### config.mk
export PLATFORM = sky130hd
export DESIGN_NAME = alu_serial_sequencer
export DESIGN_NICKNAME = d
export VERILOG_FILES = /design/src/rtl/alu_seq_pkg.sv /design/src/rtl/alu_serial_sequencer_alu_bit.sv /design/src/rtl/alu_serial_sequencer.sv
export SDC_FILE = /design/constraint.sdc
export NUM_CORES = 1
export LEC_CHECK = 0
export BUFFER_PORTS_ARGS = -buffer_cell sky130_fd_sc_hd__buf_2
export CAP_MARGIN = 20
export CORE_MARGIN = 2
export CORE_UTILIZATION = 52
export CTS_BUF_LIST = sky130_fd_sc_hd__clkbuf_4
export CTS_CLUSTER_DIAMETER = 100
export DETAILED_ROUTE_END_ITERATION = 10
export HOLD_SLACK_MARGIN = 0.15
export PLACE_DENSITY = 0.82
export SKIP_CTS_REPAIR_TIMING = 1
export SLEW_MARGIN = 10
export SYNTH_ARGS = -nofsm -noshare
export SYNTH_HDL_FRONTEND = slang
export SYNTH_SLANG_ARGS = --single-unit
### constraint.sdc
create_clock -name clk -period 2.3 [get_ports clk]
set_clock_uncertainty 0.15 [all_clocks]
set_input_delay 0.46 -clock clk [delete_from_list [all_inputs] [get_ports clk]]
set_output_delay 0.46 -clock clk [all_outputs]
set_load 0.1 [all_outputs]
### src/rtl/alu_seq_pkg.sv
// Package for the bit-serial ALU sequencer.
// Holds the MIPS funct codes the sequencer understands, the select codes of the
// 1-bit ALU slice, the controller state enum and the funct decoder.
package alu_seq_pkg;

    // MIPS R-type funct codes
    localparam logic [5:0] FUNCT_AND = 6'd36;
    localparam logic [5:0] FUNCT_OR  = 6'd37;
    localparam logic [5:0] FUNCT_ADD = 6'd32;
    localparam logic [5:0] FUNCT_SUB = 6'd34;
    localparam logic [5:0] FUNCT_SLT = 6'd42;

    // Output select of the 1-bit slice
    localparam logic [1:0] SEL_AND  = 2'd0;
    localparam logic [1:0] SEL_OR   = 2'd1;
    localparam logic [1:0] SEL_SUM  = 2'd2;
    localparam logic [1:0] SEL_LESS = 2'd3;

    typedef enum logic [1:0] {
        IDLE = 2'd0,
        RUN  = 2'd1,
        DONE = 2'd2
    } state_e;

    typedef struct packed {
        logic [1:0] sel;
        logic       inv;  // also the initial carry-in
    } slice_ctrl_t;

    // Unsupported codes fall back to AND with no inversion; the result is
    // discarded later, so the choice only has to be harmless.
    function automatic slice_ctrl_t decode_funct(input logic [5:0] funct);
        slice_ctrl_t ctrl;
        ctrl.sel = SEL_AND;
        ctrl.inv = 1'b0;
        case (funct)
            FUNCT_AND: ctrl.sel = SEL_AND;
            FUNCT_OR:  ctrl.sel = SEL_OR;
            FUNCT_ADD: ctrl.sel = SEL_SUM;
            FUNCT_SUB: begin
                ctrl.sel = SEL_SUM;
                ctrl.inv = 1'b1;
            end
            FUNCT_SLT: begin
                ctrl.sel = SEL_SUM;
                ctrl.inv = 1'b1;
            end
            default: begin
                ctrl.sel = SEL_AND;
                ctrl.inv = 1'b0;
            end
        endcase
        return ctrl;
    endfunction

endpackage

### src/rtl/alu_serial_sequencer_alu_bit.sv
// One-bit ALU slice: full adder plus a 4:1 output select.
// Ports:
//   a_i, b_i     operand bits
//   invert_i     inverts b_i before it reaches the logic and the adder
//   cin_i        carry in
//   less_i       value passed through when op_i selects LESS
//   op_i         0=AND, 1=OR, 2=sum, 3=less
//   result_o     selected output bit
//   cout_o       full-adder carry out
//   set_o        raw sum bit (sign bit of the difference when used at the MSB)
module alu_serial_sequencer_alu_bit
    import alu_seq_pkg::*;
(
    input  logic       a_i,
    input  logic       b_i,
    input  logic       invert_i,
    input  logic       cin_i,
    input  logic       less_i,
    input  logic [1:0] op_i,
    output logic       result_o,
    output logic       cout_o,
    output logic       set_o
);

    logic b_eff;
    logic sum;

    always_comb begin
        b_eff  = b_i ^ invert_i;
        sum    = a_i ^ b_eff ^ cin_i;
        cout_o = (a_i & b_eff) | (cin_i & (a_i ^ b_eff));
        set_o  = sum;
        case (op_i)
            SEL_AND:  result_o = a_i & b_eff;
            SEL_OR:   result_o = a_i | b_eff;
            SEL_SUM:  result_o = sum;
            SEL_LESS: result_o = less_i;
            default:  result_o = 1'b0;
        endcase
    end

endmodule

### src/rtl/alu_serial_sequencer.sv
// Bit-serial ALU controller: time-shares a single 1-bit ALU slice across a
// WIDTH-bit AND/OR/ADD/SUB/SLT, one bit per clock, LSB first.
// Ports:
//   clk       rising-edge clock
//   reset     synchronous active-high reset
//   start     request, sampled only in IDLE
//   dataA/B   operands, latched when start is accepted
//   signal    MIPS funct code
//   dataOut   result, written on entry to DONE and held afterwards
//   carryOut  carry out of the MSB for ADD/SUB, 0 otherwise
//   busy      high from the cycle after accept through the done cycle
//   done      one-cycle pulse, dataOut/carryOut valid from this cycle
module alu_serial_sequencer
    import alu_seq_pkg::*;
#(
    parameter int unsigned WIDTH = 32
) (
    input  logic             clk,
    input  logic             reset,
    input  logic             start,
    input  logic [WIDTH-1:0] dataA,
    input  logic [WIDTH-1:0] dataB,
    input  logic [5:0]       signal,
    output logic [WIDTH-1:0] dataOut,
    output logic             carryOut,
    output logic             busy,
    output logic             done
);

    localparam int unsigned CntW = $clog2(WIDTH);
    localparam logic [CntW-1:0] LastBit = CntW'(WIDTH - 1);

    state_e           state_q, state_d;
    logic [CntW-1:0]  cnt_q, cnt_d;
    logic             carry_q, carry_d;
    logic [WIDTH-1:0] a_q, a_d;
    logic [WIDTH-1:0] b_q, b_d;
    logic [WIDTH-1:0] res_q, res_d;
    logic [5:0]       funct_q, funct_d;
    logic [1:0]       sel_q, sel_d;
    logic             inv_q, inv_d;
    logic [WIDTH-1:0] dout_q, dout_d;
    logic             cout_q, cout_d;

    slice_ctrl_t      ctrl;

    logic       sl_a, sl_b, sl_inv, sl_cin;
    logic [1:0] sl_op;
    logic       sl_res, sl_cout, sl_set;

    alu_serial_sequencer_alu_bit u_slice (
        .a_i      (sl_a),
        .b_i      (sl_b),
        .invert_i (sl_inv),
        .cin_i    (sl_cin),
        .less_i   (1'b0),
        .op_i     (sl_op),
        .result_o (sl_res),
        .cout_o   (sl_cout),
        .set_o    (sl_set)
    );

    always_comb begin
        state_d = state_q;
        cnt_d   = cnt_q;
        carry_d = carry_q;
        a_d     = a_q;
        b_d     = b_q;
        res_d   = res_q;
        funct_d = funct_q;
        sel_d   = sel_q;
        inv_d   = inv_q;
        dout_d  = dout_q;
        cout_d  = cout_q;
        sl_a    = 1'b0;
        sl_b    = 1'b0;
        sl_inv  = 1'b0;
        sl_cin  = 1'b0;
        sl_op   = SEL_AND;
        busy    = 1'b0;
        done    = 1'b0;
        ctrl    = decode_funct(signal);

        unique case (state_q)
            IDLE: begin
                if (start) begin
                    a_d     = dataA;
                    b_d     = dataB;
                    funct_d = signal;
                    sel_d   = ctrl.sel;
                    inv_d   = ctrl.inv;
                    carry_d = ctrl.inv;  // +1 of two's-complement negate
                    cnt_d   = '0;
                    res_d   = '0;
                    state_d = RUN;
                end
            end

            RUN: begin
                busy   = 1'b1;
                sl_a   = a_q[0];
                sl_b   = b_q[0];
                sl_inv = inv_q;
                sl_cin = carry_q;
                sl_op  = sel_q;
                // Operands shift down so bit 0 is always the current bit; the
                // result shifts in from the top so after WIDTH steps it is aligned.
                a_d     = a_q >> 1;
                b_d     = b_q >> 1;
                res_d   = {sl_res, res_q[WIDTH-1:1]};
                carry_d = sl_cout;
                if (cnt_q == LastBit) begin
                    state_d = DONE;
                    dout_d  = '0;
                    cout_d  = 1'b0;
                    case (funct_q)
                        FUNCT_AND, FUNCT_OR: dout_d = res_d;
                        FUNCT_ADD, FUNCT_SUB: begin
                            dout_d = res_d;
                            cout_d = sl_cout;
                        end
                        // Sign of the difference corrected by overflow
                        // (carry into MSB xor carry out of MSB).
                        FUNCT_SLT: dout_d[0] = sl_set ^ (carry_q ^ sl_cout);
                        default: begin
                            dout_d = '0;
                            cout_d = 1'b0;
                        end
                    endcase
                end else begin
                    cnt_d = cnt_q + CntW'(1);
                end
            end

            DONE: begin
                busy    = 1'b1;
                done    = 1'b1;
                state_d = IDLE;
            end

            default: state_d = IDLE;
        endcase
    end

    always_ff @(posedge clk) begin
        if (reset) begin
            state_q <= IDLE;
            cnt_q   <= '0;
            carry_q <= 1'b0;
            a_q     <= '0;
            b_q     <= '0;
            res_q   <= '0;
            funct_q <= '0;
            sel_q   <= SEL_AND;
            inv_q   <= 1'b0;
            dout_q  <= '0;
            cout_q  <= 1'b0;
        end else begin
            state_q <= state_d;
            cnt_q   <= cnt_d;
            carry_q <= carry_d;
            a_q     <= a_d;
            b_q     <= b_d;
            res_q   <= res_d;
            funct_q <= funct_d;
            sel_q   <= sel_d;
            inv_q   <= inv_d;
            dout_q  <= dout_d;
            cout_q  <= cout_d;
        end
    end

    assign dataOut  = dout_q;
    assign carryOut = cout_q;

endmodule
Yosys cells after proc, flatten, opt, wreduce, memory -nomap -nowiden. Cells that the tools add are included.

Bits in latches: 0. Memories: 0. ROM bits: 0. Logic and storage cells: 79. Register bits: 146. Output and inout bits: 35. Memory bits (writable): 0. Input bits: 73.

Eq/ne operators: 18. Shift-type cells: 0. Reductions and logical operators: 13. Divide/modulo/power cells: 0. Bitwise logic cells: 9. $add $sub $neg: 1. $mul: 0. Mux-type cells: 27. $lt $le $gt $ge: 0.

Operators by type and width (number): 32-bit case mux with 2 select lines (3); 32-bit two-way mux (3); 6-bit == test, second input constant (9); 31-bit two-way mux (1); 5-bit two-way mux (2); 5-bit case mux with 2 select lines (1); 1-bit two-way mux (9); 2-bit case mux with 2 select lines (2); 2-bit AND reduction (4); 2-bit == test, second input constant (3); 2-bit two-way mux (3); 2-bit != test, second input constant (3); 2-bit OR reduction (3); 5-bit by 1-bit adder with 5-bit output, second input constant (1); 5-bit == test, second input constant (1); 1-bit XOR (5); 2-bit by 1-bit == test with 1-bit output, second input constant (2); 2-bit zero test (2); 1-bit case mux with 2 select lines (2); 1-bit case mux with 4 select lines (1); 4-bit OR reduction (1); 3-bit AND reduction (1); 3-bit OR reduction (1); 1-bit bitwise AND (2); 2 further kinds (3).

Logic depth before layout (Yosys ltp). Gate-level depths: netlist (run 1).

Word-level depth: 9. Gate-level depth with buffers: 11. Depth with buffers taken out: 9.

Cells and area by module. From an unflattened synthesis (run 1), not the netlist that was laid out.

Cell total of the unflattened synthesis: 662. Area total of the unflattened synthesis: 6389.9 um^2.

Modules (own cells, without submodules): alu_serial_sequencer (cells each 651, area each 6291.0 um^2, sequential area each 2902.8 um^2, instances 1); alu_serial_sequencer_alu_bit (cells each 11, area each 98.8 um^2, sequential area each 0.0 um^2, instances 1).

Worst setup path before layout (run 1). Ideal clock, no wire load.

Path kind: register to register. Start point: register state_q[1]. End point: register dout_q[0], in the netlist dataOut[0]. Path buffers: 2. Slack: -0.109 ns. Period minus slack after synthesis: 2.409 ns. Data required time: 2.079 ns. Arrival: 2.188 ns. Setup time: 0.071 ns. Cell stages (with the launch flop): 11. Cell sequence: dfxtp_1 -> inv_1 -> ha_1 -> buf_2 -> buf_2 -> and2_1 -> fa_1 -> xnor2_1 -> xnor2_1 -> nand4b_1 -> a21oi_1.

Longest elaborated chain between the ends: 9. Elaborated cells on any way between the ends: 15. Those cells by class: 1 x eq/ne; 5 x mux; 8 x bitwise; 1 x reduce/logical.

RTL lines: from (decl) (line alu_serial_sequencer.sv:33) `state_e state_q, state_d;`; from (signal assigned) (line alu_serial_sequencer.sv:159) `state_q <= state_d;`; 2-bit by 1-bit == test with 1-bit output (*) (line alu_serial_sequencer.sv:84) `unique case (state_q)`; 1-bit two-way mux (line alu_serial_sequencer.sv:84); 1-bit XOR (line alu_serial_sequencer_alu_bit.sv:29) `b_eff = b_i ^ invert_i;`; 1-bit XOR (line alu_serial_sequencer_alu_bit.sv:30, alu_serial_sequencer_alu_bit.sv:31); 1-bit bitwise AND (line alu_serial_sequencer_alu_bit.sv:31) `cout_o = (a_i & b_eff) | (cin_i & (a_i ^ b_eff));`; 1-bit bitwise OR (line alu_serial_sequencer_alu_bit.sv:31); 1-bit XOR (2 in a row) (line alu_serial_sequencer.sv:124) `FUNCT_SLT: dout_d[0] = sl_set ^ (carry_q ^ sl_cout);`; 1-bit case mux with 2 select lines (line alu_serial_sequencer.sv:116) `case (funct_q)`; to (signal assigned) (line alu_serial_sequencer.sv:168) `dout_q <= dout_d;`; to (decl) (line alu_serial_sequencer.sv:42) `logic [WIDTH-1:0] dout_q, dout_d;`.

Mark *: on every way between the ends. The rest lies on a longest branch, timed or not. A chain may end at the register's enable or synchronous reset.

Worst setup path after layout (run 1). Ends and elaborated chain as after synthesis.

==> impl_metrics.env, run 1 <==
export IMPL_status="completed"
export IMPL_grt_max_degree=70
export IMPL_ys_types=32
export IMPL_final_cell_mix="dfxtp_1 (144), nor2_1 (133), buf_2 (105)"
export IMPL_ys_flop_type="dfxtp_1"
export IMPL_min_to="b_q[27]"
export IMPL_grt_pass1_vias=4521
export IMPL_setup_viol=0
export IMPL_drc=0
export IMPL_r2r_start="state_q[1]"
export IMPL_ys_seq_elements=145
export IMPL_post_dp_hpwl_um=8359
export IMPL_hp_start="dataB[27]"
export IMPL_rsz0062_at_grt="no"
export IMPL_setup_slack_ns=0.1165
export IMPL_pre_cts_ws_ns=0.1304
export IMPL_clock_sinks=145
export IMPL_clk_latency_ns=0.53
export IMPL_r2r_slack_ns=0.12
export IMPL_hold_viol_final=0
export IMPL_die_w_um=110.1
export IMPL_ir_worst_vdd_mv=0.4002
export IMPL_critical_path_max_fanout=11
export IMPL_p_switching_w=0.001625
export IMPL_internal_power_w=0.004206
export IMPL_antenna_found_initial=3
export IMPL_cts_buffers=17
export IMPL_nets=854
export IMPL_overflow=0
export IMPL_synth_cell_area_mm2=0.005853
export IMPL_routed_via_density=5.598
export IMPL_ys_seq_area_share_pct=49.59
export IMPL_die_h_um=110.1
export IMPL_mostFrequentLayoutCell="dfxtp_1"
export IMPL_synth_edf_count=0
export IMPL_routed_wl_um=14330
export IMPL_period_needed_ns=2.184
export IMPL_drive_gt1_share_pct=20.00
export IMPL_syn_nets=701
export IMPL_drv_slew=0
export IMPL_synth_warning_count=0
export IMPL_synth_top_area_share_pct=49.59
export IMPL_p_clk_share_pct=31.8
export IMPL_initial_core_util_pct=53.76
export IMPL_fmax_mhz=458.0
export IMPL_worstPathRequired_ns=2.63
export IMPL_post_route_period_util_pct=94.94
export IMPL_critPathLaunchType="flip-flop"
export IMPL_postRouteAntennaNets=0
export IMPL_vias=5195
export IMPL_place_area_mm2=0.006514
export IMPL_async_reset_ff_share_pct=0
export IMPL_htree_num_levels=4
export IMPL_r2r_end="dataOut[0]"
export IMPL_grt_pass1_wl_um=20510
export IMPL_critical_path_arrival_ns=2.51
export IMPL_grt_total_usage_pct=21.42
export IMPL_synth_cells=619
export IMPL_worstSetupPathType="flip-flop to flip-flop"
export IMPL_maxCapViolations=0
export IMPL_setup_tns_ns=0
export IMPL_final_cell_area_mm2=0.007565
export IMPL_power_density_mw_per_mm2=770.8
export IMPL_worst_pin_slew_ns=0.5128
export IMPL_rows=38
export IMPL_synth_area_leaders="dfxtp_1 (50%), mux2i_1 (11%), nor2_1 (8.5%), a211oi_1 (8.2%), a22oi_1 (8.1%)"
export IMPL_cellLeakagePower_nw=3.033
export IMPL_clock_path_buffers=2
export IMPL_clk_pin_slew_ns=0.12
export IMPL_io_pins=108
export IMPL_portBuffers=107
export IMPL_pwr_share_seq_pct=48.4
export IMPL_r2r_cells=8
export IMPL_dr_pass1_iters=6
export IMPL_routedWlPerCell_um=15.44
export IMPL_holdPathStages=3
export IMPL_holdWs_ns=0.1354
export IMPL_utilization_pct=69.48
export IMPL_cts_tree="yes"
export IMPL_critPathCaptureType="flip-flop"
export IMPL_switching_share_pct=27.86
export IMPL_yosysTopAreaCell="dfxtp_1"
export IMPL_drt_initial_drc_count=332
export IMPL_die_area_mm2=0.01212
export IMPL_max_slew_margin_rel_pct=66.05
export IMPL_core_area_mm2=0.01089
export IMPL_cts_root_buf="clkbuf_4"
export IMPL_avgSynthCellArea_um2=9.456
export IMPL_gp_congestion=0.8292
export IMPL_min_delay_path_class="input pin to flip-flop"
export IMPL_pwr_share_comb_pct=19.7
export IMPL_area_growth_pct=29.24
==> layout make-up <==
class / instances / area, um2
Sequential cell: 145 / 2904
Antenna cell: 3 / 7.507
Clock buffer: 20 / 150.1
Tap cell: 140 / 175.2
Timing Repair Buffer: 188 / 1413
Multi-Input combinational cell: 412 / 2696
Fill cell: 794 / 3323
Clock inverter: 12 / 188.9
Inverter: 8 / 30.03
==> kinds of logic after synthesis <==
kind of cell               count (synthesis)  share of synthesized area (%)
DFF                                      145                          49.59
buffers and inverters                     62                          4.724
xor gates and xnor gates                   5                         0.7483
and+or+nand+nor                          182                          13.15
AOI/OAI and AO/OA                        152                          18.75
adders and majority gates                  9                          2.052
muxes                                     64                          10.99
==> state kept, by name, summed over array words and instances (netlist names), 2 cells and up <==
name	cells
a_q	32
b_q	32
cnt_q	5
dataOut	32
funct_q	6
res_q	31
sel_q	2
state_q	2
==> Yosys cell counts (all sizes together) (3+ instances only) <==
cell      n
nor2    133
a21oi    17
ha        8
mux2i    62
clkbuf   20
a22oi    63
inv       8
dfxtp   145
nor3      4
o21ai     4
nand2    23
buf      34
a211oi   64
nand3     3
a32oi     3
xor2      3
nand2b    4
and2      5
==> power by group through the flow <==
stage | Combinational (W) | Sequential [W] | Clock, W
floorplan | 0.000802 | 0.00284 | 0
global placement | 0.000973 | 0.00286 | 0
detailed placement | 0.00102 | 0.00288 | 0
CTS | 0.00102 | 0.00282 | 0.00188
global route | 0.00126 | 0.00285 | 0.00200
finish | 0.00115 | 0.00282 | 0.00186
==> worst max-delay path: stages (launching register included) <==
cell	delay, ns
dfxtp_1	0.37
inv_1	0.11
ha_4	0.22
and2_1	0.18
fa_1	0.58
xnor2_1	0.14
xnor2_1	0.13
nand4b_1	0.11
a21oi_1	0.12
==> per-stage QoR <==
step           power (W)  std cells
2_1_floorplan   0.003644        619
3_3_place_gp    0.003835        824
3_5_place_dp    0.003894        824
4_1_cts         0.005727        856
5_1_grt         0.006108        928
6_report        0.005831        928
==> layer usage <==
layer / wire (um) / share of wire [%] / vias to the layer above / track usage, %
met3: 585 / 4.1 / 47 / 5.291
met1: 5950 / 42 / 2464 / 26.37
met5: 0 / 0 / - / 0
met2: 7228 / 50 / 149 / 35.45
met4: 562 / 3.9 / 0 / 9.643
li1: - / - / 2535 / -
==> how the worst max path moves through the flow <==
stage / start / to / slack, ns / cells past startpoint
after detailed placement: state_q[1] / dataOut[0] / 0.13 / 8
after floorplan: state_q[1] / dataOut[0] / 0.005 / 10
final: state_q[1] / dataOut[0] / 0.12 / 8
after global routing: state_q[1] / dataOut[0] / 0.0008 / 8
after global placement: state_q[1] / dataOut[0] / 0.20 / 8
after CTS: state_q[0] / busy / -0.15 / 3
(Power assumes the default switching activity.)
==> inputs of run 2 (changes only) <==
--- a/config.mk
+++ b/config.mk
@@ -13,8 +13,8 @@
 export CTS_CLUSTER_DIAMETER = 100
 export DETAILED_ROUTE_END_ITERATION = 10
 export HOLD_SLACK_MARGIN = 0.15
+export MAX_ROUTING_LAYER = met4
 export PLACE_DENSITY = 0.82
-export SKIP_CTS_REPAIR_TIMING = 1
 export SLEW_MARGIN = 10
 export SYNTH_ARGS = -nofsm -noshare
 export SYNTH_HDL_FRONTEND = slang
==> impl_metrics.env, run 2 (synthesized netlist as in run 1, its figures left out) <==
export IMPL_mostFrequentLayoutCell="dfxtp_1"
export IMPL_switching_share_pct=28.01
export IMPL_clk_latency_ns=0.52
export IMPL_worst_path_largest_cell_delay_ns=0.43
export IMPL_antenna_found_initial=1
export IMPL_postRouteAntennaNets=0
export IMPL_maxCapViolations=0
export IMPL_holdWs_ns=0.3115
export IMPL_p_switching_w=0.001638
export IMPL_routed_via_density=5.611
export IMPL_nets=857
export IMPL_ir_worst_vdd_mv=0.4074
export IMPL_vias=5213
export IMPL_critPathLaunchType="flip-flop"
export IMPL_drc=0
export IMPL_fmax_mhz=461.7
export IMPL_routed_wl_um=14480
export IMPL_power_density_mw_per_mm2=771.1
export IMPL_clk_pin_slew_ns=0.11
export IMPL_htree_num_levels=4
export IMPL_utilization_pct=69.65
export IMPL_grt_total_usage_pct=25.55
export IMPL_status="completed"
export IMPL_instances_no_fill=929
export IMPL_dp_cells=824
export IMPL_pwr_share_seq_pct=48.4
export IMPL_cts_root_buf="clkbuf_4"
export IMPL_grt_pass1_wl_um=23590
export IMPL_pre_cts_ws_ns=0.1304
export IMPL_p_clk_share_pct=31.8
export IMPL_clock_path_buffers=2
export IMPL_cts_buffers=17
export IMPL_core_area_mm2=0.01089
export IMPL_area_growth_pct=29.56
export IMPL_die_h_um=110.1
export IMPL_internal_power_w=0.004209
export IMPL_drv_slew=0
export IMPL_post_dp_hpwl_um=8359
export IMPL_grt_max_degree=70
export IMPL_critical_path_arrival_ns=1.56
export IMPL_worst_pin_slew_ns=0.5124
export IMPL_max_slew_margin_rel_pct=66.08
export IMPL_portBuffers=107
export IMPL_die_area_mm2=0.01212
export IMPL_clock_sinks=145
export IMPL_hold_viol_final=0
export IMPL_drt_initial_drc_count=345
export IMPL_grt_pass1_vias=5146
export IMPL_final_cell_area_mm2=0.007584
export IMPL_pwr_share_comb_pct=19.9
export IMPL_die_w_um=110.1
export IMPL_setup_viol=0
export IMPL_worstSetupPathType="flip-flop to output port"
export IMPL_rows=38
export IMPL_setup_slack_ns=0.1341
export IMPL_routedWlPerCell_um=15.58
export IMPL_cpMaxStageDelayCell="buf_2"
export IMPL_place_area_mm2=0.006514
export IMPL_dr_pass1_iters=5
export IMPL_gp_congestion=0.8418
export IMPL_initial_core_util_pct=53.76
export IMPL_cts_tree="yes"
export IMPL_post_route_period_util_pct=94.17
export IMPL_cp_cell_sequence="inv_1, ha_1, buf_2"
export IMPL_period_needed_ns=2.166
export IMPL_io_pins=108
export IMPL_overflow=0
export IMPL_final_cell_mix="dfxtp_1 (144), nor2_1 (133), buf_2 (105)"
export IMPL_worstPathRequired_ns=1.69
export IMPL_cellLeakagePower_nw=3.042
export IMPL_critPathCaptureType="output port"
export IMPL_critical_path_max_fanout=4
export IMPL_drive_gt1_share_pct=19.67
export IMPL_min_delay_path_class="flip-flop to flip-flop"
## run 2: layout make-up
type	instances	area, um2
clock inverters	12	188.9
inverters	8	30.03
multi-input cells	412	2690
fillers	793	3304
flip-flops and latches	145	2904
well taps	140	175.2
repair buffers	191	1443
clock buffers	20	150.1
diodes	1	2.502
## run 2: critical path, delay by kind of cell, from the launching register on
| kind | cells | cell delay (ns) |
|---|---|---|
| DFF | 1 | 0.37 |
| adders and majority gates | 1 | 0.14 |
| buffers and inverters | 2 | 0.52 |
## run 2: timing repair
item	in CTS	in global routing
endpoints found under the setup margin	1	4
hold buffers	72	0
resized for setup	2	1
endpoints found under the hold margin	73	0
setup buffers	0	0
pin swaps	0	0
## run 2: per-stage QoR
step | TNS, ns | total power, W
floorplan | 0 | 0.003644
finish | 0 | 0.005847
global route | -0.01361 | 0.006125
CTS | 0 | 0.005828
detailed placement | 0 | 0.003894
global placement | 0 | 0.003835
## run 2: path summary, 6_finish.rpt
check / from / to / slack, ns / cells past startpoint
hold reg to reg: dataOut[31] / dataOut[31] / 0.31 / 2
hold / removal: dataOut[31] / dataOut[31] / 0.31 / 2
setup reg to reg: state_q[1] / dataOut[0] / 0.14 / 8
setup / recovery: state_q[0] / done / 0.13 / 3
## run 2: power by group through the flow
stage               clock [W]  sequential [W]  combinational [W]
floorplan                   0         0.00284           0.000802
global placement            0         0.00286           0.000973
detailed placement          0         0.00288            0.00102
CTS                   0.00188         0.00282            0.00113
global route          0.00200         0.00285            0.00127
finish                0.00186         0.00283            0.00116
## run 2: routing by layer
| metal | track usage, % | routed length, um | up-vias |
|---|---|---|---|
| met2 | 43.21 | 7360 | 126 |
| met5 | - | 0 | - |
| met1 | 28.35 | 6068 | 2503 |
| li1 | - | - | 2535 |
| met4 | 12.77 | 545 | 0 |
| met3 | 5.820 | 500 | 49 |
==> inputs of run 3 (changes only) <==
--- a/config.mk
+++ b/config.mk
@@ -7,8 +7,10 @@
 export LEC_CHECK = 0
 export BUFFER_PORTS_ARGS = -buffer_cell sky130_fd_sc_hd__buf_2
 export CAP_MARGIN = 20
+export CELL_PAD_IN_SITES_DETAIL_PLACEMENT = 0
+export CELL_PAD_IN_SITES_GLOBAL_PLACEMENT = 2
 export CORE_MARGIN = 2
-export CORE_UTILIZATION = 52
+export CORE_UTILIZATION = 32
 export CTS_BUF_LIST = sky130_fd_sc_hd__clkbuf_4
 export CTS_CLUSTER_DIAMETER = 100
 export DETAILED_ROUTE_END_ITERATION = 10
==> impl_metrics.env, run 3 (synthesized netlist as in run 1, its figures left out) <==
export IMPL_max_slew_margin_rel_pct=66.31
export IMPL_die_h_um=139.2
export IMPL_period_needed_ns=2.158
export IMPL_worst_path_largest_cell_delay_ns=0.61
export IMPL_post_dp_hpwl_um=8821
export IMPL_grt_pass1_vias=4798
export IMPL_ir_worst_vdd_mv=0.2890
export IMPL_worst_pin_slew_ns=0.5088
export IMPL_critical_path_arrival_ns=2.50
export IMPL_cpMaxStageDelayCell="fa_1"
export IMPL_startpoint="state_q[1]"
export IMPL_setup_tns_ns=0
export IMPL_portBuffers=107
export IMPL_rows=49
export IMPL_antenna_found_initial=1
export IMPL_gp_congestion=0.7550
export IMPL_postRouteAntennaNets=0
export IMPL_power_total_w=0.005361
export IMPL_grt_busiest_layer="met2"
export IMPL_post_route_period_util_pct=93.83
export IMPL_die_area_mm2=0.01939
export IMPL_routedWlPerCell_um=13.44
export IMPL_drt_initial_drc_count=276
export IMPL_clock_sinks=145
export IMPL_rsz0062_at_grt="no"
export IMPL_utilization_pct=42.45
export IMPL_fmax_mhz=463.4
export IMPL_drive_gt1_share_pct=19.54
export IMPL_power_density_mw_per_mm2=703.0
export IMPL_cp_cell_sequence="inv_1, ha_4, and2_1, fa_1, xnor2_2, xnor2_1, nand4b_1, a21oi_1"
export IMPL_overflow=0
export IMPL_status="completed"
export IMPL_dr_pass1_iters=4
export IMPL_postCtsSetupBuffers=0
export IMPL_routed_via_density=4.901
export IMPL_vias=4989
export IMPL_io_pins=108
export IMPL_cts_tree="yes"
export IMPL_routed_wl_um=13680
export IMPL_htree_num_levels=4
export IMPL_cellLeakagePower_nw=3.011
export IMPL_die_w_um=139.2
export IMPL_cts_root_buf="clkbuf_4"
export IMPL_drc=0
export IMPL_nets=858
export IMPL_grt_total_usage_pct=14.72
export IMPL_cts_buffers=17
export IMPL_cp_top_family="adder cells"
export IMPL_met1_usage_pct=18.24
export IMPL_clk_latency_ns=0.55
export IMPL_min_delay_path_class="flip-flop to flip-flop"
export IMPL_drv_slew=0
export IMPL_r2r_start="state_q[1]"
export IMPL_final_cell_mix="dfxtp_1 (144), nor2_1 (133), buf_2 (104)"
export IMPL_worst_path_buf_inv=1
export IMPL_clock_path_buffers=2
export IMPL_critical_path_max_fanout=7
export IMPL_setup_viol=0
export IMPL_initial_core_util_pct=32.58
export IMPL_clk_pin_slew_ns=0.12
export IMPL_hold_viol_final=0
export IMPL_grt_max_degree=61
export IMPL_critPathCaptureType="flip-flop"
export IMPL_mostFrequentLayoutCell="dfxtp_1"
export IMPL_maxCapViolations=0
export IMPL_r2r_slack_ns=0.14
export IMPL_area_growth_pct=30.29
export IMPL_worstPathRequired_ns=2.64
export IMPL_core_area_mm2=0.01796
export IMPL_worstSetupPathType="flip-flop to flip-flop"
export IMPL_grt_pass1_wl_um=22910
export IMPL_grtUsageMet3_pct=3.544
export IMPL_hp_start="funct_q[5]"
export IMPL_gr_usage_met2_pct=23.68
export IMPL_critPathLaunchType="flip-flop"
## run 3: final cells by class
cell class                 count  area, um2
inverter                       8      30.03
antenna                        1      2.502
sequential                   145       2904
fill                        1811      10340
clock buffer                  22      165.2
tap                          229      286.5
timing repair buffer         192       1465
clock inverter                 9      67.56
multi-input combinational    412       2705
## run 3: metal layers
metal / vias up / part of all wire, %
met4: 0 / 1.1
li1: 2536 / -
met2: 96 / 48
met1: 2349 / 48
met5: - / 0
met3: 8 / 3.1
## run 3: final timing paths
path	end	cells past startpoint
max	dataOut[0]	8
min	funct_q[5]	2
max reg2reg	dataOut[0]	8
min reg2reg	funct_q[5]	2
## run 3: where the power goes
group	switching [W]	internal, W
registers	0.000109	0.00271
logic	0.000625	0.000511
clock network	0.000837	0.000570
total	0.00157	0.00379
## run 3: tightest hold or removal path, stage by stage (launching register included)
cell	delay [ns]
dfxtp_1	0.33
nand2_1	0.05
a21oi_1	0.05
## run 3: through the flow
| stage | hold slack (ns) | setup WS (ns) | cells | area [um2] |
|---|---|---|---|---|
| after CTS | 0.3199 | 0.02090 | 1017 | 7615 |
| after global placement | 0.2924 | 0.2128 | 914 | 6653 |
| after global routing | 0.3516 | 0.007196 | 1018 | 7626 |
| after floorplan | 0.2812 | 0.005367 | 619 | 5862 |
| after detailed placement | 0.3036 | 0.1680 | 914 | 6653 |
| final | 0.3149 | 0.1419 | 1018 | 7626 |
## run 3: timing repair
item,in CTS,in global routing
hold buffers,72,0
resized for setup,3,2
hold endpoints to repair,76,0
setup endpoints to repair,2,2
cloned,0,0
